===== config.mk =====
export PLATFORM = sky130hd
export DESIGN_NAME = rom_arbiter_flat
export DESIGN_NICKNAME = d
export VERILOG_FILES = /design/src/rtl/rom_arbiter_pkg.sv /design/src/rtl/rom_arbiter_if.sv /design/src/rtl/rom_req_slot.sv /design/src/rtl/rom_arbiter.sv /design/src/flat_wrapper.sv
export SDC_FILE = /design/constraint.sdc
export NUM_CORES = 1
export LEC_CHECK = 0
export ABC_AREA = 1
export BUFFER_PORTS_ARGS = -buffer_cell sky130_fd_sc_hd__buf_2
export CORE_MARGIN = 2
export CORE_UTILIZATION = 57
export DETAILED_ROUTE_END_ITERATION = 8
export PLACE_DENSITY = 0.91
export SLEW_MARGIN = 20
export SYNTH_ARGS = -nofsm -noshare
export SYNTH_HDL_FRONTEND = slang
export SYNTH_HIERARCHICAL = 1
export SYNTH_SLANG_ARGS = --single-unit

===== constraint.sdc =====
create_clock -name clk -period 5.3 [get_ports clk]
set_input_delay 1.06 -clock clk [delete_from_list [all_inputs] [get_ports clk]]
set_output_delay 1.06 -clock clk [all_outputs]
set_load 0.005 [all_outputs]

===== src/rtl/rom_arbiter_pkg.sv =====
// Shared types for the two-port StrataFlash read arbiter.
// State encoding, port ids and bus widths.
package rom_arbiter_pkg;

  localparam int ADDR_W = 24;
  localparam int DATA_W = 16;

  localparam logic PORT_SND = 1'b0;
  localparam logic PORT_DMA = 1'b1;

  typedef logic [ADDR_W-1:0] addr_t;
  typedef logic [DATA_W-1:0] data_t;

  typedef enum logic [1:0] {
    ST_IDLE  = 2'd0,
    ST_ISSUE = 2'd1,
    ST_WAIT  = 2'd2
  } state_t;

endpackage


===== src/rtl/rom_arbiter_if.sv =====
// Requester and romController signals of the arbiter.
// slave = arbiter side, master = environment side.
interface rom_arbiter_if;
  import rom_arbiter_pkg::*;

  addr_t p0_addr;
  logic  p0_load;
  data_t p0_data;
  logic  p0_ready;
  logic  p0_busy;

  addr_t p1_addr;
  logic  p1_load;
  data_t p1_data;
  logic  p1_ready;
  logic  p1_busy;

  addr_t rom_addr;
  logic  rom_load;
  data_t rom_data;
  logic  rom_ready;

  logic  timeout_err;

  modport slave (
    input  p0_addr, p0_load,
    output p0_data, p0_ready, p0_busy,
    input  p1_addr, p1_load,
    output p1_data, p1_ready, p1_busy,
    output rom_addr, rom_load,
    input  rom_data, rom_ready,
    output timeout_err
  );

  modport master (
    output p0_addr, p0_load,
    input  p0_data, p0_ready, p0_busy,
    output p1_addr, p1_load,
    input  p1_data, p1_ready, p1_busy,
    input  rom_addr, rom_load,
    output rom_data, rom_ready,
    input  timeout_err
  );

endinterface


===== src/rtl/rom_req_slot.sv =====
// One requester slot: pending flag, address latch,
// busy flag and the data/ready return register.
module rom_req_slot
  import rom_arbiter_pkg::*;
(
  input  logic  clk,
  input  logic  rst,
  input  logic  load,
  input  addr_t addr,
  input  logic  take,
  input  logic  active,
  input  logic  done,
  input  data_t result,
  output logic  pend,
  output addr_t addr_q,
  output data_t data,
  output logic  ready,
  output logic  busy
);

  logic pend_next;

  // A load in the grant cycle re-arms the slot.
  always_comb begin
    pend_next = load | (pend & ~take);
  end

  always_ff @(posedge clk) begin
    if (rst) begin
      pend   <= 1'b0;
      addr_q <= '0;
      data   <= '0;
      ready  <= 1'b0;
      busy   <= 1'b0;
    end else begin
      pend  <= pend_next;
      ready <= done;
      busy  <= pend_next | active;
      if (load) addr_q <= addr;
      if (done) data <= result;
    end
  end

endmodule


===== src/rtl/rom_arbiter.sv =====
// Two-port romController arbiter: fixed priority to the
// sound port with a starvation guard and a read watchdog.
module rom_arbiter
  import rom_arbiter_pkg::*;
#(
  parameter int    STARVE_LIMIT = 4,
  parameter int    TIMEOUT      = 255,
  parameter data_t TO_DATA      = 16'hFFFF
) (
  input logic          clk,
  input logic          rst,
  rom_arbiter_if.slave bus
);

  localparam int WD_W = $clog2(TIMEOUT + 1);
  localparam int SC_W = $clog2(STARVE_LIMIT + 1);
  localparam logic [WD_W-1:0] WD_MAX = WD_W'(TIMEOUT);
  localparam logic [SC_W-1:0] SC_MAX = SC_W'(STARVE_LIMIT);

  state_t state;
  state_t state_next;

  logic  grant;
  logic  grant_next;
  logic  pick;
  logic  pend0;
  logic  pend1;
  addr_t addr0;
  addr_t addr1;
  addr_t rom_addr_q;
  logic  terr;

  logic [WD_W-1:0] wd;
  logic [SC_W-1:0] starve;

  logic  finish;
  logic  req;
  logic  rom_load;
  logic  done;
  logic  take0;
  logic  take1;
  logic  done0;
  logic  done1;
  logic  act0;
  logic  act1;
  logic  timed_out;
  data_t result;

  // DMA wins only once the sound port has hogged the ROM.
  always_comb begin
    pick = PORT_DMA;
    if (pend0 && !(pend1 && starve == SC_MAX)) pick = PORT_SND;
  end

  assign finish = bus.rom_ready || (wd == WD_MAX);

  always_ff @(posedge clk) begin
    if (rst) state <= ST_IDLE;
    else     state <= state_next;
  end

  always_comb begin
    state_next = state;
    unique case (state)
      ST_IDLE:  if (pend0 || pend1) state_next = ST_ISSUE;
      ST_ISSUE: state_next = ST_WAIT;
      ST_WAIT:  if (finish) state_next = ST_IDLE;
      default:  state_next = ST_IDLE;
    endcase
  end

  always_comb begin
    req      = 1'b0;
    rom_load = 1'b0;
    done     = 1'b0;
    unique case (state)
      ST_IDLE:  req = pend0 || pend1;
      ST_ISSUE: rom_load = 1'b1;
      ST_WAIT:  done = finish;
      default:  ;
    endcase
  end

  assign take0      = req && (pick == PORT_SND);
  assign take1      = req && (pick == PORT_DMA);
  assign grant_next = req ? pick : grant;
  assign done0      = done && (grant == PORT_SND);
  assign done1      = done && (grant == PORT_DMA);
  assign timed_out  = done && !bus.rom_ready;
  assign result     = bus.rom_ready ? bus.rom_data : TO_DATA;
  assign act0 = (state_next != ST_IDLE) && (grant_next == PORT_SND);
  assign act1 = (state_next != ST_IDLE) && (grant_next == PORT_DMA);

  always_ff @(posedge clk) begin
    if (rst) begin
      grant      <= PORT_SND;
      rom_addr_q <= '0;
      wd         <= '0;
      starve     <= '0;
      terr       <= 1'b0;
    end else begin
      grant <= grant_next;
      if (req) rom_addr_q <= (pick == PORT_DMA) ? addr1 : addr0;
      if (state == ST_ISSUE) wd <= '0;
      else if (state == ST_WAIT && !finish) wd <= wd + 1'b1;
      if (!pend1 || take1) starve <= '0;
      else if (take0 && starve != SC_MAX) starve <= starve + 1'b1;
      if (timed_out) terr <= 1'b1;
    end
  end

  assign bus.rom_addr    = rom_addr_q;
  assign bus.rom_load    = rom_load;
  assign bus.timeout_err = terr;

  rom_req_slot u_snd (
    .clk    (clk),
    .rst    (rst),
    .load   (bus.p0_load),
    .addr   (bus.p0_addr),
    .take   (take0),
    .active (act0),
    .done   (done0),
    .result (result),
    .pend   (pend0),
    .addr_q (addr0),
    .data   (bus.p0_data),
    .ready  (bus.p0_ready),
    .busy   (bus.p0_busy)
  );

  rom_req_slot u_dma (
    .clk    (clk),
    .rst    (rst),
    .load   (bus.p1_load),
    .addr   (bus.p1_addr),
    .take   (take1),
    .active (act1),
    .done   (done1),
    .result (result),
    .pend   (pend1),
    .addr_q (addr1),
    .data   (bus.p1_data),
    .ready  (bus.p1_ready),
    .busy   (bus.p1_busy)
  );

endmodule


===== src/flat_wrapper.sv =====
// flat-port wrapper written by rule: the top's interface ports become plain ports
module rom_arbiter_flat import rom_arbiter_pkg::*;
#(
  parameter int    STARVE_LIMIT = 4,
  parameter int    TIMEOUT      = 255,
  parameter data_t TO_DATA      = 16'hFFFF
)
  (clk, rst, bus_p0_addr, bus_p0_load, bus_p0_data, bus_p0_ready, bus_p0_busy, bus_p1_addr, bus_p1_load, bus_p1_data, bus_p1_ready, bus_p1_busy, bus_rom_addr, bus_rom_load, bus_rom_data, bus_rom_ready, bus_timeout_err);
  rom_arbiter_if bus_i ();
  input logic clk;
  input logic rst;
  input wire logic [$bits(bus_i.p0_addr)-1:0] bus_p0_addr;
  input wire logic [$bits(bus_i.p0_load)-1:0] bus_p0_load;
  output wire logic [$bits(bus_i.p0_data)-1:0] bus_p0_data;
  output wire logic [$bits(bus_i.p0_ready)-1:0] bus_p0_ready;
  output wire logic [$bits(bus_i.p0_busy)-1:0] bus_p0_busy;
  input wire logic [$bits(bus_i.p1_addr)-1:0] bus_p1_addr;
  input wire logic [$bits(bus_i.p1_load)-1:0] bus_p1_load;
  output wire logic [$bits(bus_i.p1_data)-1:0] bus_p1_data;
  output wire logic [$bits(bus_i.p1_ready)-1:0] bus_p1_ready;
  output wire logic [$bits(bus_i.p1_busy)-1:0] bus_p1_busy;
  output wire logic [$bits(bus_i.rom_addr)-1:0] bus_rom_addr;
  output wire logic [$bits(bus_i.rom_load)-1:0] bus_rom_load;
  input wire logic [$bits(bus_i.rom_data)-1:0] bus_rom_data;
  input wire logic [$bits(bus_i.rom_ready)-1:0] bus_rom_ready;
  output wire logic [$bits(bus_i.timeout_err)-1:0] bus_timeout_err;
  assign bus_i.p0_addr = bus_p0_addr;
  assign bus_i.p0_load = bus_p0_load;
  assign bus_p0_data = bus_i.p0_data;
  assign bus_p0_ready = bus_i.p0_ready;
  assign bus_p0_busy = bus_i.p0_busy;
  assign bus_i.p1_addr = bus_p1_addr;
  assign bus_i.p1_load = bus_p1_load;
  assign bus_p1_data = bus_i.p1_data;
  assign bus_p1_ready = bus_i.p1_ready;
  assign bus_p1_busy = bus_i.p1_busy;
  assign bus_rom_addr = bus_i.rom_addr;
  assign bus_rom_load = bus_i.rom_load;
  assign bus_i.rom_data = bus_rom_data;
  assign bus_i.rom_ready = bus_rom_ready;
  assign bus_timeout_err = bus_i.timeout_err;
  rom_arbiter #(.STARVE_LIMIT(STARVE_LIMIT), .TIMEOUT(TIMEOUT), .TO_DATA(TO_DATA)) u_core (.clk(clk), .rst(rst), .bus(bus_i));
endmodule

## Yosys cells after proc, flatten, opt, wreduce, memory -nomap -nowiden

Index checks and enable logic that the tools add are counted.

| word-level totals | value |
|---|---|
| logic and storage cells | 65 |
| bits in read-only memories | 0 |
| bits in latches | 0 |
| bits in writable memories | 0 |
| output and inout port bits | 62 |
| memories | 0 |
| input port bits | 69 |
| register bits | 125 |

| operators by class | value |
|---|---|
| shift-type cells | 0 |
| multiply operators | 0 |
| add/subtract/negate cells | 2 |
| equal/unequal tests | 5 |
| divide/modulo/power cells | 0 |
| reductions and logical operators | 22 |
| magnitude comparators | 0 |
| bitwise operators | 10 |
| muxes and demuxes | 10 |

Operator list:

| operator | count |
|---|---|
| 24-bit 2-to-1 mux | 1 |
| 16-bit 2-to-1 mux | 1 |
| 1-bit logical AND | 11 |
| 8-bit by 1-bit adder with 8-bit output (second input constant) | 1 |
| 8-bit equality test (second input constant) | 1 |
| 2-bit one-hot mux with 3 select lines | 1 |
| 1-bit 2-to-1 mux | 5 |
| 1-bit logical NOT | 4 |
| 2-bit 2-to-1 mux | 2 |
| 1-bit inverter | 4 |
| 1-bit OR | 4 |
| 2-bit OR reduction | 2 |
| 3-bit by 1-bit adder with 3-bit output (second input constant) | 1 |
| 3-bit equality test (second input constant) | 1 |
| 1-bit logical OR | 3 |
| 3-bit inequality test (second input constant) | 1 |
| 1-bit AND | 2 |
| 2-bit by 1-bit equality test with 1-bit output (second input constant) | 1 |
| 2-bit equality test (second input constant) | 1 |
| 2-bit logical NOT | 1 |
| 2-bit nonzero test | 1 |

## Depth between registers and ports, before layout

Gate-level depths: netlist of run 1.

| depth | value |
|---|---|
| depth after elaboration | 10 |
| mapped depth | 11 |
| depth with buffers taken out | 11 |

## By module

The synthesis of run 1 kept the hierarchy.

By module, submodules not included:

| module | cells an instance | area an instance (µm²) | times used | sequential area each (µm²) |
|---|---|---|---|---|
| rom_req_slot | 184 | 1473.9 | 2 | 860.8 |
| rom_arbiter | 328 | 2152.1 | 1 | 780.7 |

## Worst setup path before layout of run 1

OpenSTA, ideal clock, no wires.

| path | value |
|---|---|
| path type | input to register |
| start | in bus_rom_ready |
| end | reg u_core.u_snd.data[10] |
| stages | 8 |
| data required time | 5184 ps |
| buffers on the path | 1 |
| slack | 3201 ps |
| data arrival time | 1984 ps |
| library setup time | 116 ps |
| cells stage by stage | inv_1 > nand2_1 > nand2_1 > nor2_1 > inv_2 > buf_6 > nor2_1 > nor2_1 |

| on the way | value |
|---|---|
| cells in the longest elaborated chain, start to end | 3 |
| elaborated cells between the ends (all ways) | 4 |
| those cells by class | 2 x mux; 2 x reduce/logical |

Ends and longest elaborated chain:

| what | line | source |
|---|---|---|
| start, declared | flat_wrapper.sv:25 | `input wire logic [$bits(bus_i.rom_ready)-1:0] bus_rom_ready;` |
| 1-bit logical OR | rom_arbiter.sv:55 | `assign finish = bus.rom_ready \|\| (wd == WD_MAX);` |
| 1-bit 2-to-1 mux | rom_arbiter.sv:76 | `unique case (state)` |
| 1-bit logical AND | rom_arbiter.sv:87 | `assign done0 = done && (grant == PORT_SND);` |
| named net u_core.done0 | rom_arbiter.sv:42 | `logic done0;` |
| end signal, assigned | rom_req_slot.sv:40 | `if (done) data <= result;` |
| end, declared | rom_req_slot.sv:16 | `output data_t data,` |

The timed path passes the listed nets, and every way through them passes these cells.
A chain may end at the register's enable or synchronous reset.

==> results of run 1 <==
## logic make-up (layout without fill, tap and decap cells)
family	Yosys count	after routing	synth area share [%]
xor+xnor	4	4	0.6871
flops	125	125	49.07
simple gates	381	381	30.84
fa+ha+maj	3	3	0.7361
compound gates	113	113	11.60
buf+inv	70	200	7.066
## cells in the final DEF (no fill, tap or decap), types with 8 or more instances in the layout
cell and instances:
nand2_1 141, a21oi_1 24, inv_2 8, inv_1 29, or2_2 16, clkbuf_16 16
dfxtp_1 125, nand3_1 24, o21ai_0 82, buf_2 130, nor2_1 187
## power breakdown
| group | internal (uW) | total, uW | switching, uW |
|---|---|---|---|
| Combinational | 80.7 | 227 | 146 |
| Sequential | 991 | 1020 | 32.4 |
| Clock | 812 | 1220 | 411 |
## per-layer routing
layer | wire (um) | part of all wire (%) | vias up | global-route usage [%]
met1 | 5537 | 38 | 2352 | 33.29
li1 | - | - | 2426 | -
met3 | 1294 | 9.0 | 68 | 7.447
met2 | 7000 | 49 | 308 | 50.86
met5 | 0 | 0 | - | 0
met4 | 571 | 4.0 | 0 | 17.70
## cells in the mapped netlist
cell type	number	share of area, %
nor2_1	187	14
nand3_1	24	2.4
nand2_1	141	10
o21ai_0	82	8.0
inv_1	31	2.3
buf_4	5	0.74
ha_1	3	0.74
nand3_4	1	0.34
a21oi_1	24	2.4
clkbuf_1	4	0.29
xor2_1	3	0.52
nand2_2	4	0.49
dfxtp_1	125	49
or2_2	16	2.0
inv_2	7	0.52
nand3b_1	2	0.29
xnor2_1	1	0.17
buf_1	2	0.15
nand2_4	1	0.22
buf_2	8	0.79
buf_6	6	1.3
nand3_2	2	0.39
clkbuf_2	6	0.59
nand2_8	1	0.39
a21oi_2	7	1.2
buf_12	1	0.39
nor2_2	2	0.25
## stage by stage
step	instances	power (uW)	setup slack, ns	hold WS [ns]	instance area [sq um]
6_report	934	2474	2.508	0.4664	6301
5_1_grt	934	2545	2.259	0.4863	6301
4_1_cts	934	2471	2.602	0.4625	6301
3_5_place_dp	902	1254	2.273	0.4533	5668
3_3_place_gp	902	1245	2.470	0.4422	5668
2_1_floorplan	696	1179	3.201	0.4466	5100
## layout make-up
| type | instances | area, sq um |
|---|---|---|
| clock buffer | 22 | 473.0 |
| clock inverter | 10 | 160.2 |
| fill | 604 | 2377 |
| inverter | 38 | 142.6 |
| multi-input combinational | 501 | 2237 |
| sequential | 125 | 2502 |
| tap | 108 | 135.1 |
| timing repair buffer | 130 | 650.6 |
## state kept, by name (all words and copies together) (netlist names)
name	flops
u_core/starve	3
u_core/state	2
u_core/bus.timeout_err	1
u_core/bus.rom_addr	24
u_core/grant	1
u_core/u_dma/addr_q	24
u_core/u_snd/pend	1
u_core/u_dma/data	16
u_core/u_snd/busy	1
u_core/u_snd/data	16
u_core/u_snd/ready	1
u_core/wd	8
u_core/u_snd/addr_q	24
u_core/u_dma/ready	1
u_core/u_dma/pend	1
u_core/u_dma/busy	1
## critical path, delay by kind of cell
family / cells / cell delay (ns)
AO/OA/AOI/OAI: 1 / 0.45
AND/OR/NAND/NOR: 1 / 0.10
buffers and inverters: 2 / 1.56
## path summary, 6_finish.rpt
path	endpoint	slack (ns)
worst max-delay path	u_core/u_dma/addr_q[8]	2.51
worst min-delay path	u_core/bus.rom_addr[18]	0.47
worst max register to register	u_core/u_dma/busy	2.53
worst min register to register	u_core/bus.rom_addr[18]	0.47
==> impl_results.md, run 1 <==
* Reg2reg start: u_core/u_snd/pend
* Critical path startpoint category: input port
* WHS Path Cells at 2
* CTS root buf: clkbuf_8
* Clk Latency, worst-skew pair at about 0.52 ns
* RSZ-0062 raised after global routing: no
* Worst relative slew slack at 32.03%
* Final setup TNS at 0 ns
* Fmax at around 360 MHz
* H-tree levels at 4
* Area grow syn2layout at 23.55%
* Detailed Routing Iterations Pass 1 at 6
* # IOs at ~130
* Post-synthesis sequential area ratio at 49.07%
* Critical path type: input port to register
* Arrival @ worst endpoint at about 3.2 ns
* Number of global-route vias before repair at between 5000 and 6000
* Clock Skew at approximately 0.0066 ns
* RePlAce Congestion at roughly 0.84
* Mapped Avg Cell Area at 7.327 sq um
* Core Area at approximately 8700 sq um
* DRC viols at 0
* Largest net degree at the start of global routing at 43
* Die area at between 9000 and 10000 sq um
* Status: finished clean
* Row cnt at 34
* Seq cells post-synth at roughly 130
* DRT iter0 DRCs at approximately 450
* Worst Hold Class: register to register
* CP endpoint kind: register
* Worst Path Required at about 5.7 ns
* Yosys warnings at 6
* Crit path max-delay cell type: clkinv_1
* Port-buffer cells at between 100 and 150
* Library cells used by synthesis at 27
* Crit path from: rst
* Remaining Overflow, GRT at 0
* CTS sink count at between 100 and 150
* Final nets at ~890
* CP peak stage delay at roughly 1.0 ns
* Period utilization at a little over half
* Static Leak at roughly 0.0030 uW
* Slew Limit Fails at 0
* Post-CTS Hold Buffers at 0
* CTS tree: yes
* DR vias/cell at about 5.5
* Core Util, Final at 72.61%
* Syn_nets at ~770
* Initial antenna violation count at 0
* Die span in y at 98.59 um
* Final Hold Violating Endpoints at 0
* Starting Density at 58.77%
* Final WL at about 14 mm
* Antenna Cells at 0
* Total CTS buffers at 17
* Slew at the pin with the worst max-slew slack at roughly 1.0 ns
* Synthesized cell area at approximately 5000 sq um
* Power Dens Cells at around 390 nW/um^2
* Worst-path cell chain: buf_2, clkinv_1, o21ai_0, nor2_1
* CP max FO at 42
* Detailed Place HPWL at 8.894 mm
* # setup viols final at 0
* Post-CTS Resized at 0
* Max-capacitance violation count at 0
* Clk slew on worst S/H paths at approximately 0.060 ns
* Routed Antenna Nets at 0
* Worst reg2reg path depth at 8
* Global Route Usage Sum at between 20% and 30%
* Tmin final at around 2.8 ns
* Routed WL per cell at roughly 15 um
* Max IR drop VDD at 0.2971 mV
* Routed vias at between 5000 and 6000
* Setup bufs post-CTS at 0
* Worst hold start: u_core/bus.rom_addr[18]
* Die W at between 90 and 100 um
* Cells after Synth at 696
* CTS max path bufs at 2
* Share of layout cells above drive strength 1 at 24.58%
* First-pass GRT wire length at 23.11 mm
No activity file was read; power rests on OpenSTA's default activity.
==> run 2, diff against run 1 <==
--- a/config.mk
+++ b/config.mk
@@ -8,9 +8,9 @@
 export ABC_AREA = 1
 export BUFFER_PORTS_ARGS = -buffer_cell sky130_fd_sc_hd__buf_2
 export CORE_MARGIN = 2
-export CORE_UTILIZATION = 57
+export CORE_UTILIZATION = 53
 export DETAILED_ROUTE_END_ITERATION = 8
-export PLACE_DENSITY = 0.91
+export PLACE_DENSITY = 0.86
 export SLEW_MARGIN = 20
 export SYNTH_ARGS = -nofsm -noshare
 export SYNTH_HDL_FRONTEND = slang
==> constraint.sdc (replaced) <==
create_clock -name clk -period 2.8 [get_ports clk]
set_input_delay 0.56 -clock clk [delete_from_list [all_inputs] [get_ports clk]]
set_output_delay 0.56 -clock clk [all_outputs]
set_load 0.005 [all_outputs]
==> impl_results.md, run 2 (same netlist as run 1, synthesis figures left out) <==
* Die W at 102.1 um (+3.6%)
* Period utilization at approximately 82%
* Max IR drop VDD at 0.3900 mV (+31%)
* Clk slew on worst S/H paths at 0.06 ns (about the same)
* Worst Path Required at 3.21 ns (-2.49 ns)
* # IOs at 131 (unchanged)
* Global Route Usage Sum at 26.23% (-3.4 points)
* Worst relative slew slack at 59.17% (+27 points)
* Die span in y at 102.1 um (+3.6%)
* H-tree levels at 4 (unchanged)
* Starting Density at 54.93% (-3.8 points)
* Clk Latency, worst-skew pair at 0.53 ns (about the same)
* Initial antenna violation count at 0 (unchanged)
* Final WL at 13.17 mm (-8.6%)
* RSZ-0062 raised after global routing: no
* Tmin final at 2.302 ns
* Routed Antenna Nets at 0 (unchanged)
* Placed Cells at 930 (+3.1%)
* CTS max path bufs at 2 (unchanged)
* Power Dens Cells at 708.7 nW/um^2 (+81%)
* Setup bufs post-CTS at 0 (unchanged)
* CP endpoint kind: register
* CTS tree: yes
* Largest net degree at the start of global routing at 34 (-21%)
* Non-filler cells, final at 962 (+3.0%)
* Status: finished clean
* Detailed Place HPWL at 8.368 mm (-5.9%)
* Critical path startpoint category: register
* DRT iter0 DRCs at 345 (-24%)
* Slew at the pin with the worst max-slew slack at 0.6117 ns (-0.4015 ns)
* Final setup TNS at 0 ns (unchanged)
* Core Area at 9284 sq um (+7.0%)
* CTS sink count at 125 (unchanged)
* Pre-CTS WS at 0.2720 ns (-2.001 ns)
* Worst Hold Class: input port to register
* Number of global-route vias before repair at 4640 (-9.7%)
* DRC viols at 0 (unchanged)
* Critical path type: register to register
* Total CTS buffers at 17 (unchanged)
* Setup WS post-layout at 0.4984 ns (-2.010 ns)
* DR vias/cell at 5.114 (-7.3%)
* Most used cells in the layout excluding fill and tap cells: 186 x nor2_1, 141 x nand2_1, 130 x buf_2, 125 x dfxtp_1, 82 x o21ai_0
* Detailed Routing Iterations Pass 1 at 6 (unchanged)
* Die area at 10420 sq um (+7.2%)
* RePlAce Congestion at 0.8705 (+3.4%)
* Slew Limit Fails at 0 (unchanged)
* Max-capacitance violation count at 0 (unchanged)
* Antenna Cells at 0 (unchanged)
* CP max FO at 17 (-60%)
* Total Power at 4487 uW (+81%)
* Final nets at 892 (+0.79%)
* Routed WL per cell at 13.69 um (-11%)
* Routed vias at 4920 (-4.5%)
* Hold slack at 0.2529 ns (-0.2134 ns)
* First-pass GRT wire length at 21.27 mm (-8.0%)
* Remaining Overflow, GRT at 0 (unchanged)
* Static Leak at 0.003065 uW (+0.55%)
* # setup viols final at 0 (unchanged)
* Share of layout cells above drive strength 1 at 25.33% (+0.75 points)
* Arrival @ worst endpoint at 2.72 ns (-0.47 ns)
* Area grow syn2layout at 24.14%
* CTS root buf: clkbuf_8
* Row cnt at 35 (+2.9%)
* Port-buffer cells at 130 (unchanged)
* Final Hold Violating Endpoints at 0 (unchanged)
* Commonest non-fill, non-tap cell in the layout: nor2_1
* Post-CTS Hold Buffers at 0 (unchanged)
* Clock Skew at 0.01140 ns (+0.004826 ns)
* Fmax at 434.5 MHz
==> run 2: worst paths after layout <==
check	from	to	slack (ns)	cells after the start
hold / removal	bus_p1_addr[2]	u_core/u_dma/addr_q[2]	0.25	3
setup reg to reg	u_core/wd[0]	u_core/u_dma/data[5]	0.50	10
hold reg to reg	u_core/bus.rom_addr[15]	u_core/bus.rom_addr[15]	0.46	2
setup / recovery	u_core/wd[0]	u_core/u_dma/data[5]	0.50	10
==> run 2: repair_timing <==
| item | in CTS | in global routing |
|---|---|---|
| setup endpoints to repair | 0 | 16 |
| hold endpoints to repair | 0 | 0 |
| resized for setup | 0 | 1 |
==> run 2: final cells by class <==
type,instances,area (sq um)
clock buffer,19,441.7
clock inverter,13,140.1
fill,811,2953
inverter,38,142.6
multi-input combinational,501,2240
sequential,125,2502
tap,129,161.4
timing repair buffer,137,703.2
==> run 2: stage by stage <==
stage	util [%]	instance area, sq um
2_1_floorplan	-	5100
6_report	68.19	6331
4_1_cts	68.17	6329
5_1_grt	68.19	6331
3_5_place_dp	61.90	5747
3_3_place_gp	61.90	5747
==> run 2: worst max-delay path, stage by stage, from the launching register on <==
cell and delay [ns]:
dfxtp_1 0.38, ha_1 0.24, inv_1 0.05, nor2_1 0.16, nand2_1 0.12, nand2_1 0.13
nand2_1 0.10, nor2_2 0.48, inv_2 0.28, nor2_1 0.18, nor2_1 0.07
==> run 2: per-layer routing <==
metal | share of wire (%) | global-route usage [%]
met3 | 6.1 | 6.361
met2 | 49 | 43.22
met4 | 2.3 | 10.26
met1 | 43 | 33.30
met5 | 0 | 0
==> run 2: report_power, final <==
group / total (uW) / internal [uW] / switching [uW]
logic: 435 / 161 / 275
clock network: 2130 / 1310 / 814
registers: 1920 / 1880 / 47.6
total: 4490 / 3350 / 1140
